--- src/rtl/complex_accumulator_if.sv ---
// complex_accumulator_if
// Bundles the sample input, block-clear and result handshake of the
// integrate-and-dump stage.
//   Re_in, Im_in    signed IN_W products from the complex multiplier
//   data_valid_in   Re_in/Im_in valid this cycle
//   acc_clr         synchronous discard of the partial block
//   Re_out, Im_out  saturated signed OUT_W block sums
//   data_valid_out  result register holds an unconsumed result
//   out_ready       consumer takes the result when high with data_valid_out
//   sat_flag        current result had Re or Im saturated
//   overrun         sticky: an unconsumed result was overwritten
// master: the upstream producer / downstream consumer side.
// slave:  the accumulator itself.
interface complex_accumulator_if #(
    parameter int IN_W  = 16,
    parameter int OUT_W = 18
);
    logic signed [IN_W-1:0]  Re_in;
    logic signed [IN_W-1:0]  Im_in;
    logic                    data_valid_in;
    logic                    acc_clr;
    logic signed [OUT_W-1:0] Re_out;
    logic signed [OUT_W-1:0] Im_out;
    logic                    data_valid_out;
    logic                    out_ready;
    logic                    sat_flag;
    logic                    overrun;

    modport master (
        output Re_in, Im_in, data_valid_in, acc_clr, out_ready,
        input  Re_out, Im_out, data_valid_out, sat_flag, overrun
    );

    modport slave (
        input  Re_in, Im_in, data_valid_in, acc_clr, out_ready,
        output Re_out, Im_out, data_valid_out, sat_flag, overrun
    );
endinterface

--- src/rtl/complex_accumulator.sv ---
// complex_accumulator
// Integrate-and-dump of complex products: sums ACC_LEN valid samples per
// channel, saturates each block sum to OUT_W bits and holds it in a
// valid/ready result register.
// Ports:
//   clk  rising-edge clock
//   rst  asynchronous active-high reset
//   bus  complex_accumulator_if.slave (samples in, results out, flags)
//
// state | meaning
// EMPTY | result register holds no unconsumed result
// FULL  | result register holds a result awaiting out_ready
module complex_accumulator #(
    parameter int IN_W    = 16,
    parameter int OUT_W   = 18,
    parameter int ACC_LEN = 16
) (
    input  logic                  clk,
    input  logic                  rst,
    complex_accumulator_if.slave  bus
);
    localparam int CNT_W = $clog2(ACC_LEN);
    localparam int ACC_W = IN_W + CNT_W;
    localparam logic [CNT_W-1:0] CNT_LAST = CNT_W'(ACC_LEN - 1);

    typedef enum logic {EMPTY = 1'b0, FULL = 1'b1} state_t;

    state_t                  state_q, state_d;
    logic [CNT_W-1:0]        cnt;
    logic signed [ACC_W-1:0] acc_re, acc_im;
    logic signed [ACC_W-1:0] sum_re, sum_im;
    logic signed [OUT_W-1:0] sat_re, sat_im;
    logic                    hit_re, hit_im;
    logic                    take, dump;
    logic signed [OUT_W-1:0] re_q, im_q;
    logic                    sat_q, overrun_q;

    assign take   = bus.data_valid_in && !bus.acc_clr;
    assign dump   = take && (cnt == CNT_LAST);
    assign sum_re = acc_re + {{CNT_W{bus.Re_in[IN_W-1]}}, bus.Re_in};
    assign sum_im = acc_im + {{CNT_W{bus.Im_in[IN_W-1]}}, bus.Im_in};

    generate
        if (OUT_W >= ACC_W) begin : g_nosat
            // Output is wide enough for any block sum: plain sign extension.
            assign sat_re = OUT_W'(sum_re);
            assign sat_im = OUT_W'(sum_im);
            assign hit_re = 1'b0;
            assign hit_im = 1'b0;
        end else begin : g_sat
            localparam logic signed [ACC_W-1:0] MAX_V = ACC_W'({(OUT_W-1){1'b1}});
            localparam logic signed [ACC_W-1:0] MIN_V = ~MAX_V;
            always_comb begin
                hit_re = 1'b0;
                sat_re = sum_re[OUT_W-1:0];
                if (sum_re > MAX_V) begin
                    hit_re = 1'b1;
                    sat_re = MAX_V[OUT_W-1:0];
                end else if (sum_re < MIN_V) begin
                    hit_re = 1'b1;
                    sat_re = MIN_V[OUT_W-1:0];
                end
            end
            always_comb begin
                hit_im = 1'b0;
                sat_im = sum_im[OUT_W-1:0];
                if (sum_im > MAX_V) begin
                    hit_im = 1'b1;
                    sat_im = MAX_V[OUT_W-1:0];
                end else if (sum_im < MIN_V) begin
                    hit_im = 1'b1;
                    sat_im = MIN_V[OUT_W-1:0];
                end
            end
        end
    endgenerate

    always_ff @(posedge clk or posedge rst) begin
        if (rst) begin
            acc_re <= '0;
            acc_im <= '0;
            cnt    <= '0;
        end else if (bus.acc_clr || dump) begin
            acc_re <= '0;
            acc_im <= '0;
            cnt    <= '0;
        end else if (take) begin
            acc_re <= sum_re;
            acc_im <= sum_im;
            cnt    <= cnt + 1'b1;
        end
    end

    always_ff @(posedge clk or posedge rst) begin
        if (rst) state_q <= EMPTY;
        else     state_q <= state_d;
    end

    always_comb begin
        state_d = state_q;
        case (state_q)
            EMPTY: if (dump) state_d = FULL;
            FULL:  if (!dump && bus.out_ready) state_d = EMPTY;
            default: state_d = EMPTY;
        endcase
    end

    always_comb begin
        bus.data_valid_out = (state_q == FULL);
    end

    // Result register; holds its value while EMPTY.
    always_ff @(posedge clk or posedge rst) begin
        if (rst) begin
            re_q      <= '0;
            im_q      <= '0;
            sat_q     <= 1'b0;
            overrun_q <= 1'b0;
        end else begin
            if (dump) begin
                re_q  <= sat_re;
                im_q  <= sat_im;
                sat_q <= hit_re || hit_im;
            end
            // A result still pending when the next one lands is lost.
            if (dump && (state_q == FULL) && !bus.out_ready) overrun_q <= 1'b1;
        end
    end

    assign bus.Re_out   = re_q;
    assign bus.Im_out   = im_q;
    assign bus.sat_flag = sat_q;
    assign bus.overrun  = overrun_q;
endmodule

--- src/flat_wrapper.sv ---
// flat-port wrapper written by rule: the top's interface ports become plain ports
module complex_accumulator_flat 
#(
    parameter int IN_W    = 16,
    parameter int OUT_W   = 18,
    parameter int ACC_LEN = 16
)
  (clk, rst, bus_Re_in, bus_Im_in, bus_data_valid_in, bus_acc_clr, bus_out_ready, bus_Re_out, bus_Im_out, bus_data_valid_out, bus_sat_flag, bus_overrun);
  complex_accumulator_if #(.IN_W(IN_W), .OUT_W(OUT_W)) bus_i ();
  input  logic clk;
  input  logic rst;
  input wire logic [$bits(bus_i.Re_in)-1:0] bus_Re_in;
  input wire logic [$bits(bus_i.Im_in)-1:0] bus_Im_in;
  input wire logic [$bits(bus_i.data_valid_in)-1:0] bus_data_valid_in;
  input wire logic [$bits(bus_i.acc_clr)-1:0] bus_acc_clr;
  input wire logic [$bits(bus_i.out_ready)-1:0] bus_out_ready;
  output wire logic [$bits(bus_i.Re_out)-1:0] bus_Re_out;
  output wire logic [$bits(bus_i.Im_out)-1:0] bus_Im_out;
  output wire logic [$bits(bus_i.data_valid_out)-1:0] bus_data_valid_out;
  output wire logic [$bits(bus_i.sat_flag)-1:0] bus_sat_flag;
  output wire logic [$bits(bus_i.overrun)-1:0] bus_overrun;
  assign bus_i.Re_in = bus_Re_in;
  assign bus_i.Im_in = bus_Im_in;
  assign bus_i.data_valid_in = bus_data_valid_in;
  assign bus_i.acc_clr = bus_acc_clr;
  assign bus_i.out_ready = bus_out_ready;
  assign bus_Re_out = bus_i.Re_out;
  assign bus_Im_out = bus_i.Im_out;
  assign bus_data_valid_out = bus_i.data_valid_out;
  assign bus_sat_flag = bus_i.sat_flag;
  assign bus_overrun = bus_i.overrun;
  complex_accumulator #(.IN_W(IN_W), .OUT_W(OUT_W), .ACC_LEN(ACC_LEN)) u_core (.clk(clk), .rst(rst), .bus(bus_i));
endmodule
--- config.mk ---
export PLATFORM = sky130hd
export DESIGN_NAME = complex_accumulator_flat
export DESIGN_NICKNAME = d
export VERILOG_FILES = /design/src/rtl/complex_accumulator_if.sv /design/src/rtl/complex_accumulator.sv /design/src/flat_wrapper.sv
export SDC_FILE = /design/constraint.sdc
export NUM_CORES = 1
export LEC_CHECK = 0
export ABC_AREA = 0
export CAP_MARGIN = 20
export CORE_AREA = 2 2 111 113
export DETAILED_ROUTE_END_ITERATION = 8
export DIE_AREA = 0 0 113 115
export DONT_BUFFER_PORTS = 1
export PLACE_DENSITY = 0.66
export REMOVE_ABC_BUFFERS = 1
export SYNTH_ARGS = -nofsm -noshare
export SYNTH_HDL_FRONTEND = slang
export SYNTH_SLANG_ARGS = --single-unit
--- constraint.sdc ---
create_clock -name clk -period 2.9 [get_ports clk]
set_clock_uncertainty 0.1 [all_clocks]
set_input_delay 0.58 -clock clk [delete_from_list [all_inputs] [get_ports clk]]
set_output_delay 0.58 -clock clk [all_outputs]
set_load 0.05 [all_outputs]
# Yosys cells after proc, flatten, opt, wreduce, memory -nomap -nowiden
# Index checks and enable logic that the tools add are counted.
# W data, S select, Z words.
# totals
reg_bits	83
in_bits	37
output_inout_bits	39
# classes
bitwise	1
eq_ne	1
n_lt_le_gt_ge	4
n_addsub	3
muxes	17
reduce_logical	11
# ops
operator	count
$mux W20	4
$mux W18	4
$add A20 B20 Y20	2
$gt A20 B18 Y1 const B	2
$lt A20 B18 Y1 const B	2
$mux W4	2
$mux W1	6
$logic_and A1 B1 Y1	5
$add A4 B1 Y4 const B	1
$eq A4 B4 Y1 const B	1
$logic_not A1 Y1	3
$logic_or A1 B1 Y1	2
$pmux W1 S2	1
$reduce_bool A2 Y1	1
$not A1 Y1	1

# Longest topological paths before layout
# Gate-level depths: netlist of the first run.
# logic_depth
ltp_word	7
depth_mapped	13
mapped_depth_nobuf	12

# Least setup slack after synthesis of the first run
# No wires, ideal clock.
# synth_timing
kind	input -> register
start	input bus_Im_in[0]
end	register u_core.im_q[10] (netlist: u_core.bus.Im_out[10])
path_buffers	1
arrival_ps	3095
required_time_ps	2678
path_slack_ps	-418
stages	12
cell_sequence	ha_1 -> fa_1 -> a211oi_1 -> o21ai_0 -> a22oi_1 -> o21ai_0 -> o31ai_1 -> xor2_1 -> a21oi_2 -> nor2_4 -> buf_4 -> a21oi_1
# synth_between
elab_chain_cells	4
# synth_lines
item	line	text
start: declaration	flat_wrapper.sv:13	input wire logic [$bits(bus_i.Im_in)-1:0] bus_Im_in;
$add A20 B20 Y20 *	complex_accumulator.sv:41	assign sum_im = acc_im + {{CNT_W{bus.Im_in[IN_W-1]}}, bus.Im_in};
$lt A20 B18 Y1	complex_accumulator.sv:70	end else if (sum_im < MIN_V) begin
$mux W18	complex_accumulator.sv:70	
$mux W18 *	complex_accumulator.sv:67	if (sum_im > MAX_V) begin
end signal: assignment	complex_accumulator.sv:122	im_q <= sat_im;
end: declaration	complex_accumulator.sv:35	logic signed [OUT_W-1:0] re_q, im_q;
# Mark *: on every way between the ends. The rest lies on a longest branch, timed or not.
# A chain may end at the register's enable or synchronous reset.

# Final worst setup path of the first run
# layout_timing
start	register u_core.acc_re[0]
end	register u_core.sat_q (netlist: u_core.bus.sat_flag)
# layout_between
elab_chain_cells	5
# layout_lines
item	line	text
start: declaration	complex_accumulator.sv:30	logic signed [ACC_W-1:0] acc_re, acc_im;
start signal: assignment	complex_accumulator.sv:88	acc_re <= sum_re;
$add A20 B20 Y20 *	complex_accumulator.sv:40	assign sum_re = acc_re + {{CNT_W{bus.Re_in[IN_W-1]}}, bus.Re_in};
$lt A20 B18 Y1	complex_accumulator.sv:59	end else if (sum_re < MIN_V) begin
$mux W1	complex_accumulator.sv:59	
$mux W1 *	complex_accumulator.sv:56	if (sum_re > MAX_V) begin
$logic_or A1 B1 Y1 *	complex_accumulator.sv:123	sat_q <= hit_re || hit_im;
end signal: assignment	complex_accumulator.sv:123	
end: declaration	complex_accumulator.sv:36	logic sat_q, overrun_q;
# Marks and branches as above.

==> parameters.txt, run 1 <==
Parameter                              Value

Power
  Share of power burned in registers ... 0.293
  Relative contribution of combinational cells to total power ... 0.464
  Switching Fraction ... 0.360
  Clock network fraction of total power ... 0.243
  Power density normalized to cell area ... 646 mW/mm^2
  Static leakage ... 3.26 nW
  Sw Pwr ... ~1.6 mW
  Design internal power ... 2.84 mW
  Worst supply voltage drop on vdd ... around 0.38 mV

Synth
  Yosys reg bits ... 83
  Area leader, netlist ... dfrtp_1
  Yosys synthesis warning count ... 0
  Synth Instances ... 550
  Distinct cells, synth ... 55
  EDFF count, synth ... 0
  Per-instance average area after synthesis ... around 9.4 um^2
  Most common flop cell mapped by yosys ... dfrtp_1
  Asr flop ratio synth ... 1.00
  Area share of the leading cell type in the synthesized netlist ... 0.403
  Top area cells in the synthesized netlist ... dfrtp_1 40%, ha_1 9.5%, a22o_1 5.8%
  Post-Synthesis Cell Area ... 0.00516 mm^2
  Sequential cell area fraction in the yosys report ... 0.403

Cells and area
  Finished Cell Area ... 0.00688 mm^2
  Most common cell after layout, fill and taps aside ... buf_4
  Final Util ... 0.583
  Fill cell instance count of the final layout ... between 900 and 1k
  Final Instance Count excl. Fillers ... 796
  Layout cells sized above 1 ... 0.331
  Synthesis-to-layout area growth ... 33.4%
  Count of antenna diodes in the layout ... 0
  Layout net count ... between 700 and 800
  Top library cells by usage in the layout, fill and taps aside ... 86 x buf_4, 83 x dfrtp_1, 47 x nand2_1

Worst setup path
  Largest fanout of any net on the critical path ... 5
  Depth of the most critical reg-to-reg path ... 12
  Worst Setup Start Kind ... register
  Required time of the critical path ... 3.07 ns
  Arrival time of data at the critical path endpoint ... 3.30 ns
  Critical Path Sink Type ... register
  WS Path Type ... reg -> reg

CTS
  Number of clock buffers inserted by TritonCTS ... 9
  Num Clock Sinks ... 83
  Number of H-tree levels ... 3
  Clock slew at reported path FFs ... around 0.060 ns
  Number of buffers inserted for hold repair after clock tree synthesis ... 0
  Buffer type at the clock tree root ... clkbuf_16
  Clock tree from TritonCTS ... yes
  Buffer depth of the longest clock path ... 2
  Clock Latency Late Sink ... between 0.3 and 0.4 ns

Route
  Number of DRC markers in iteration 0 ... 206
  Total wire length after detailed routing ... 14400 um
  Vias/cell ... 5.72
  Initial DRT Pass Iterations ... 6
  Routed vias ... 4551
  Final antenna-violating net count ... 0
  Routed length per placed instance ... approximately 18 um
  Post-route DRC violation count ... 6

Place
  Count of port buffers added during placement ... 0
  Instance count after placement with tap cells included ... 750
  GPL Wtd Cong ... about 0.87
  Placed Instance Area ... 0.00585 mm^2
  Detailed Place HPWL ... 9310 um

Status
  Run status ... finished with violations
  Failing checks ... design-rule violations, negative setup slack

Timing
  Relative slew margins ... 0.520
  Achievable frequency ... 320 MHz
  Pins over their slew limit ... 0
  Final worst path period need ... 3.13 ns
  Worst hold slack ... 0.0253 ns
  Final hold viol count ... 0
  Number of failing setup endpoints in the final timing report ... 36
  Final worst path period share ... 1.08
  Setup WS post-layout ... -0.229 ns
  Unrepaired setup endpoints after global routing ... true
  Slew at the pin closest to its max-slew limit ... 0.719 ns

Global routing
  Overall overflow remaining after global route ... 0
  Initial antenna violation count ... 0
  Pin count of the biggest net entering global routing ... 56
  All-layer global routing usage ... 0.224
  Via count of the first global-routing pass ... 4680
  First-pass GRT wire length ... ~23000 um

Floorplanning
  Die span in x ... between 100 and 150 um
  Count of boundary I/O pins ... 76
  Initial standard-cell utilization of the core ... 0.437
  Die Height ... approximately 120 um
  Area of the core ... about 0.012 mm^2
  Floorplan die area ... 0.0130 mm^2
  Placement Rows ... 40

Hold path
  Classification of the worst-slack hold path ... in -> async

Run
  # Max-Cap Violations ... 0
## flip-flops by register name (all words and copies together), names as in the netlist
register,flops
u_core.cnt,4
u_core.bus.Im_out,18
u_core.acc_im,20
u_core.acc_re,20
u_core.bus.data_valid_out,1
u_core.bus.sat_flag,1
u_core.bus.overrun,1
u_core.bus.Re_out,18
## power groups by stage
stage,Clock (mW),Sequential [mW],Combinational (mW)
2_1_floorplan,0,1.31,1.03
3_3_place_gp,0,1.32,1.51
3_5_place_dp,0,1.32,1.54
4_1_cts,1.10,1.30,1.85
5_1_grt,1.15,1.31,2.23
6_report,1.08,1.30,2.06
## path summary, 6_finish.rpt
path	start	to	slack, ns
worst max register to register	u_core.acc_re[0]$_DFFE_PP0P_	u_core.bus.sat_flag$_DFFE_PP0P_	-0.23
max in group asynchronous	rst	u_core.acc_re[11]$_DFFE_PP0P_	2.00
worst min register to register	u_core.acc_im[17]$_DFFE_PP0P_	u_core.acc_im[17]$_DFFE_PP0P_	0.39
min in group clk	bus_acc_clr	u_core.cnt[3]$_DFFE_PP0P_	0.19
worst min-delay path	rst	u_core.bus.data_valid_out$_DFF_PP0_	0.03
worst max-delay path	u_core.acc_re[0]$_DFFE_PP0P_	u_core.bus.sat_flag$_DFFE_PP0P_	-0.23
## per-stage QoR
step	worst slack, ns	total power [mW]	TNS, ns
6_report	-0.229	4.45	-4.09
3_3_place_gp	-0.567	2.82	-18.59
2_1_floorplan	-1.42	2.34	-62.45
5_1_grt	-0.287	4.70	-7.91
3_5_place_dp	-0.648	2.86	-20.67
4_1_cts	-0.243	4.26	-7.11
## critical path, stage by stage, from the launching register on
cell and delay, ns:
dfrtp_1 0.40, ha_4 0.17, inv_2 0.05, fa_2 0.23
nor2b_4 0.05, o2111a_1 0.27, o211a_1 0.23, o31a_1 0.28
o311a_4 0.34, or3_4 0.37, a31o_4 0.27, nor2b_4 0.14
a31oi_2 0.15
## layer usage
layer | GRT usage | wire (um)
met5 | 0 | 0
met4 | 0.0634 | 362
met3 | 0.0680 | 927
met2 | 0.398 | 7290
met1 | 0.262 | 5790
## cells in the mapped netlist (2+ instances only)
cell      count
xor2_1       11
nor3b_1       3
o21ai_0      38
nor2b_4       2
nor4_1        2
o21a_1        6
nand2b_1      7
a22o_1       34
a211oi_1      5
nand3_1       7
nand2_1      62
a21o_1       14
a31oi_1       4
o31ai_1       2
ha_1         39
o21bai_1      6
xnor2_1      25
a31o_2        2
nand3b_1      3
a32o_1        2
inv_1        14
nor2_1       47
a21oi_1      55
clkbuf_1     20
or3_1         4
a21oi_2      11
nand4_1       6
nor3_1        6
fa_1          2
a211o_1       2
dfrtp_1      83
nor2b_1       3
## cells by family after synthesis
group,Yosys count,synth area share
adders and majority gates,41,0.102
AOI/OAI and AO/OA,196,0.259
DFF,83,0.403
and+or+nand+nor,156,0.142
xor gates and xnor gates,36,0.0611
buffers and inverters,38,0.0332
## final cells by class
cell class / instances / area [um^2] / share of cell area
Multi-Input combinational cell: 431 / 3350 / 0.486
Sequential cell: 83 / 2080 / 0.302
Clock inverter: 2 / 10.0 / 0.00145
Clock buffer: 14 / 264 / 0.0384
Inverter: 14 / 53.8 / 0.00782
Tap cell: 147 / 184 / 0.0267
Timing Repair Buffer: 105 / 946 / 0.137
## timing repair
action,4_1_cts,5_1_grt
hold endpoints to repair,0,0
pin swaps,33,33
cloned,4,1
gates resized for setup,72,34
buffers inserted,20,12
endpoints found under the setup margin,37,47
No activity file was read; power rests on OpenSTA's default activity.
==> run 2: changes to the inputs <==
CORE_AREA = 2 2 79 157   (was 2 2 111 113)
DIE_AREA = 0 0 81 159   (was 0 0 113 115)
==> run 2 against run 1 <==
Against the previous run: sequential power about the same; critical endpoint unchanged; hold slack better by 0.059 ns; the run ends with negative setup slack left; cell area down 0.82%; via count increased by 3.2%; critical path type unchanged; sequential share of layout area increased by 0.25 points.
==> parameters.txt, run 2 (same netlist as run 1, synthesis figures left out) <==
Parameter                              Value

Status
  Run status ... finished with violations
  Failing checks ... negative setup slack

Floorplanning
  Die Height ... 159 um (+38%)
  Area of the core ... 0.0116 mm^2 (-1.5%)
  Die span in x ... 81 um (-28%)
  Placement Rows ... 56 (+40%)
  Initial standard-cell utilization of the core ... 0.444 (+0.00677)
  Count of boundary I/O pins ... 76 (unchanged)
  Floorplan die area ... 0.0129 mm^2 (-0.89%)

Place
  GPL Wtd Cong ... 0.895 (+3.3%)
  Count of port buffers added during placement ... 0 (unchanged)
  Instance count after placement with tap cells included ... 745 (-0.67%)
  Detailed Place HPWL ... 9570 um (+2.8%)
  Post-Place Worst Slack ... -0.675 ns (-0.0265 ns)

Worst setup path
  Required time of the critical path ... 3.05 ns (-0.02 ns)
  Largest stage delay on the critical path ... 0.41 ns (about the same)
  CP most frequent cell ... nor2b_4
  Dominant delay contributor by cell family on the critical path ... compound AO/OA/AOI/OAI gates
  Worst Setup Start Kind ... register
  Depth of the most critical reg-to-reg path ... 12 (unchanged)
  Cell with the largest stage delay on the worst path ... dfrtp_1
  WS Path Type ... reg -> reg
  Largest fanout of any net on the critical path ... 5 (unchanged)
  Number of cells on the critical path ... 12 (unchanged)
  Destination of the worst register-to-register timing path ... u_core.bus.sat_flag$_DFFE_PP0P_
  Arrival time of data at the critical path endpoint ... 3.29 ns (about the same)
  Worst path cell trace ... ha_4 -> inv_2 -> fa_2 -> nor2b_4 -> o2111a_1 -> o211a_1 -> o31a_1 -> o311a_4 -> or3_4 -> a31o_4 -> nor2b_4 -> a31oi_2
  Critical Path Sink Type ... register
  Reg2Reg Launch Point ... u_core.acc_re[0]$_DFFE_PP0P_
  Register-to-register setup slack ... -0.24 ns (about the same)
  Buffers and inverters on the worst path ... 1 (unchanged)

Timing
  Setup WS post-layout ... -0.238 ns (-0.00902 ns)
  Final hold viol count ... 0 (unchanged)
  Relative slew margins ... 0.547 (+0.0269)
  Unrepaired setup endpoints after global routing ... true
  Slew at the pin closest to its max-slew limit ... 0.680 ns (-0.0396 ns)
  Final worst path period share ... 1.08 (+0.00311)
  Total negative setup slack ... -5.48 ns (-1.39 ns)
  Pins over their slew limit ... 0 (unchanged)
  Number of failing setup endpoints in the final timing report ... 36 (unchanged)
  Final worst path period need ... 3.14 ns (+0.00902 ns)
  Achievable frequency ... 319 MHz (-0.29%)

Cells and area
  Layout net count ... 720 (-0.28%)
  Top library cells by usage in the layout, fill and taps aside ... 90 x buf_4, 83 x dfrtp_1, 61 x nand2_1
  Final Util ... 0.587 (+0.00419)
  Synthesis-to-layout area growth ... 32.3%
  Top flop regs ... u_core.acc_im x20, u_core.acc_re x20
  Count of antenna diodes in the layout ... 0 (unchanged)
  Layout cells sized above 1 ... 0.316 (-0.0150)
  Fill cell instance count of the final layout ... 949 (-3.2%)
  Final Instance Count excl. Fillers ... 790 (-0.75%)
  Most common cell after layout, fill and taps aside ... buf_4

CTS
  Num Clock Sinks ... 83 (unchanged)
  Number of clock buffers inserted by TritonCTS ... 9 (unchanged)
  Buffer depth of the longest clock path ... 2 (unchanged)
  Clock slew at reported path FFs ... 0.06 ns (about the same)
  Clock Latency Late Sink ... 0.34 ns (about the same)
  Number of H-tree levels ... 3 (unchanged)
  Number of buffers inserted for hold repair after clock tree synthesis ... 0 (unchanged)
  Clock tree from TritonCTS ... yes
  Buffer type at the clock tree root ... clkbuf_16

Hold path
  Classification of the worst-slack hold path ... in -> async

Global routing
  Initial antenna violation count ... 0 (unchanged)
  First-pass GRT wire length ... 23900 um (+3.9%)
  Overall overflow remaining after global route ... 0 (unchanged)
  All-layer global routing usage ... 0.237 (+0.0133)
  Via count of the first global-routing pass ... 4999 (+6.8%)
  Pin count of the biggest net entering global routing ... 84 (+50%)

Power
  Worst supply voltage drop on vdd ... 0.349 mV (-8.7%)
  Total design power ... 4.53 mW (+1.9%)
  Design internal power ... 2.94 mW (+3.4%)
  Sw Pwr ... 1.59 mW (-0.66%)
  Relative contribution of combinational cells to total power ... 0.440 (-0.024)
  Switching Fraction ... 0.351 (-0.00923)
  Clock network fraction of total power ... 0.272 (+0.029)
  Power density normalized to cell area ... 664 mW/mm^2 (+2.8%)
  Share of power burned in registers ... 0.288 (-0.005)
  Static leakage ... 3.23 nW (-1.1%)

Route
  Routed length per placed instance ... 19.5 um (+8.0%)
  Total wire length after detailed routing ... 15400 um (+7.2%)
  DRT met1 WL ... 5410 um (-6.7%)
  Post-route DRC violation count ... 0 (-6)
  Vias/cell ... 5.94 (+3.9%)
  Final antenna-violating net count ... 0 (unchanged)
  Initial DRT Pass Iterations ... 4 (-2)
  Routed vias ... 4695 (+3.2%)
  Detailed route wirelength on metal2 ... 8760 um (+20%)
  Number of DRC markers in iteration 0 ... 175 (-15%)
  Met3 wirelength from detailed routing ... 637 um (-31%)
  Uppermost layer routed ... met4

Run
  # Max-Cap Violations ... 0 (unchanged)
==> run 2: changes by cell type in the layout (fill, tap and decap cells not counted), moves of 3 or more <==
cell | before | now
a21oi_1 | 36 | 33
clkbuf_1 | 3 | 0
a21oi_2 | 26 | 31
buf_12 | 6 | 3
nand2_2 | 15 | 1
nand2_1 | 47 | 61
buf_4 | 86 | 90
==> run 2: cell type report <==
class	instances	area, um^2	area share
sequential	83	2080	0.304
timing repair buffer	103	878	0.129
clock buffer	10	239	0.0350
clock inverter	4	76.3	0.0112
inverter	14	53.8	0.00788
multi-input combinational	431	3320	0.486
tap	145	181	0.0266
==> run 2: per-layer routing <==
layer,vias to the layer above,global-route usage
met5,-,0
met4,0,0.119
met3,41,0.0533
met2,123,0.446
met1,2363,0.229
li1,2168,-
==> run 2: worst max path at each step <==
stage	start	to	slack, ns
4_1_cts	u_core.acc_re[0]$_DFFE_PP0P_	u_core.bus.sat_flag$_DFFE_PP0P_	-0.20
3_3_place_gp	bus_Re_in[0]	u_core.bus.sat_flag$_DFFE_PP0P_	-0.51
6_report	u_core.acc_re[0]$_DFFE_PP0P_	u_core.bus.sat_flag$_DFFE_PP0P_	-0.24
3_5_place_dp	bus_Im_in[0]	u_core.bus.sat_flag$_DFFE_PP0P_	-0.67
5_1_grt	u_core.acc_re[0]$_DFFE_PP0P_	u_core.bus.sat_flag$_DFFE_PP0P_	-0.33
2_1_floorplan	bus_data_valid_in	u_core.acc_re[16]$_DFFE_PP0P_	-1.42
==> run 2: power by group through the flow <==
stage	sequential, mW	clock (mW)	combinational, mW
6_report	1.30	1.23	2.00
5_1_grt	1.31	1.30	2.15
4_1_cts	1.30	1.26	1.79
3_5_place_dp	1.32	0	1.55
3_3_place_gp	1.32	0	1.52
2_1_floorplan	1.31	0	1.03
==> run 2: stage by stage <==
| step | cell area [um^2] | hold slack [ns] |
|---|---|---|
| 2_1_floorplan | 5040 | 0.354 |
| 3_3_place_gp | 5830 | 0.371 |
| 3_5_place_dp | 5830 | 0.388 |
| 4_1_cts | 6450 | 0.131 |
| 5_1_grt | 6830 | 0.138 |
| 6_report | 6830 | 0.0844 |
==> run 2: timing repair <==
item / in CTS / in global routing
gates resized for setup: 50 / 44
endpoints found under the setup margin: 38 / 43
cloned: 4 / 1
pin swaps: 16 / 31
buffers inserted: 13 / 21
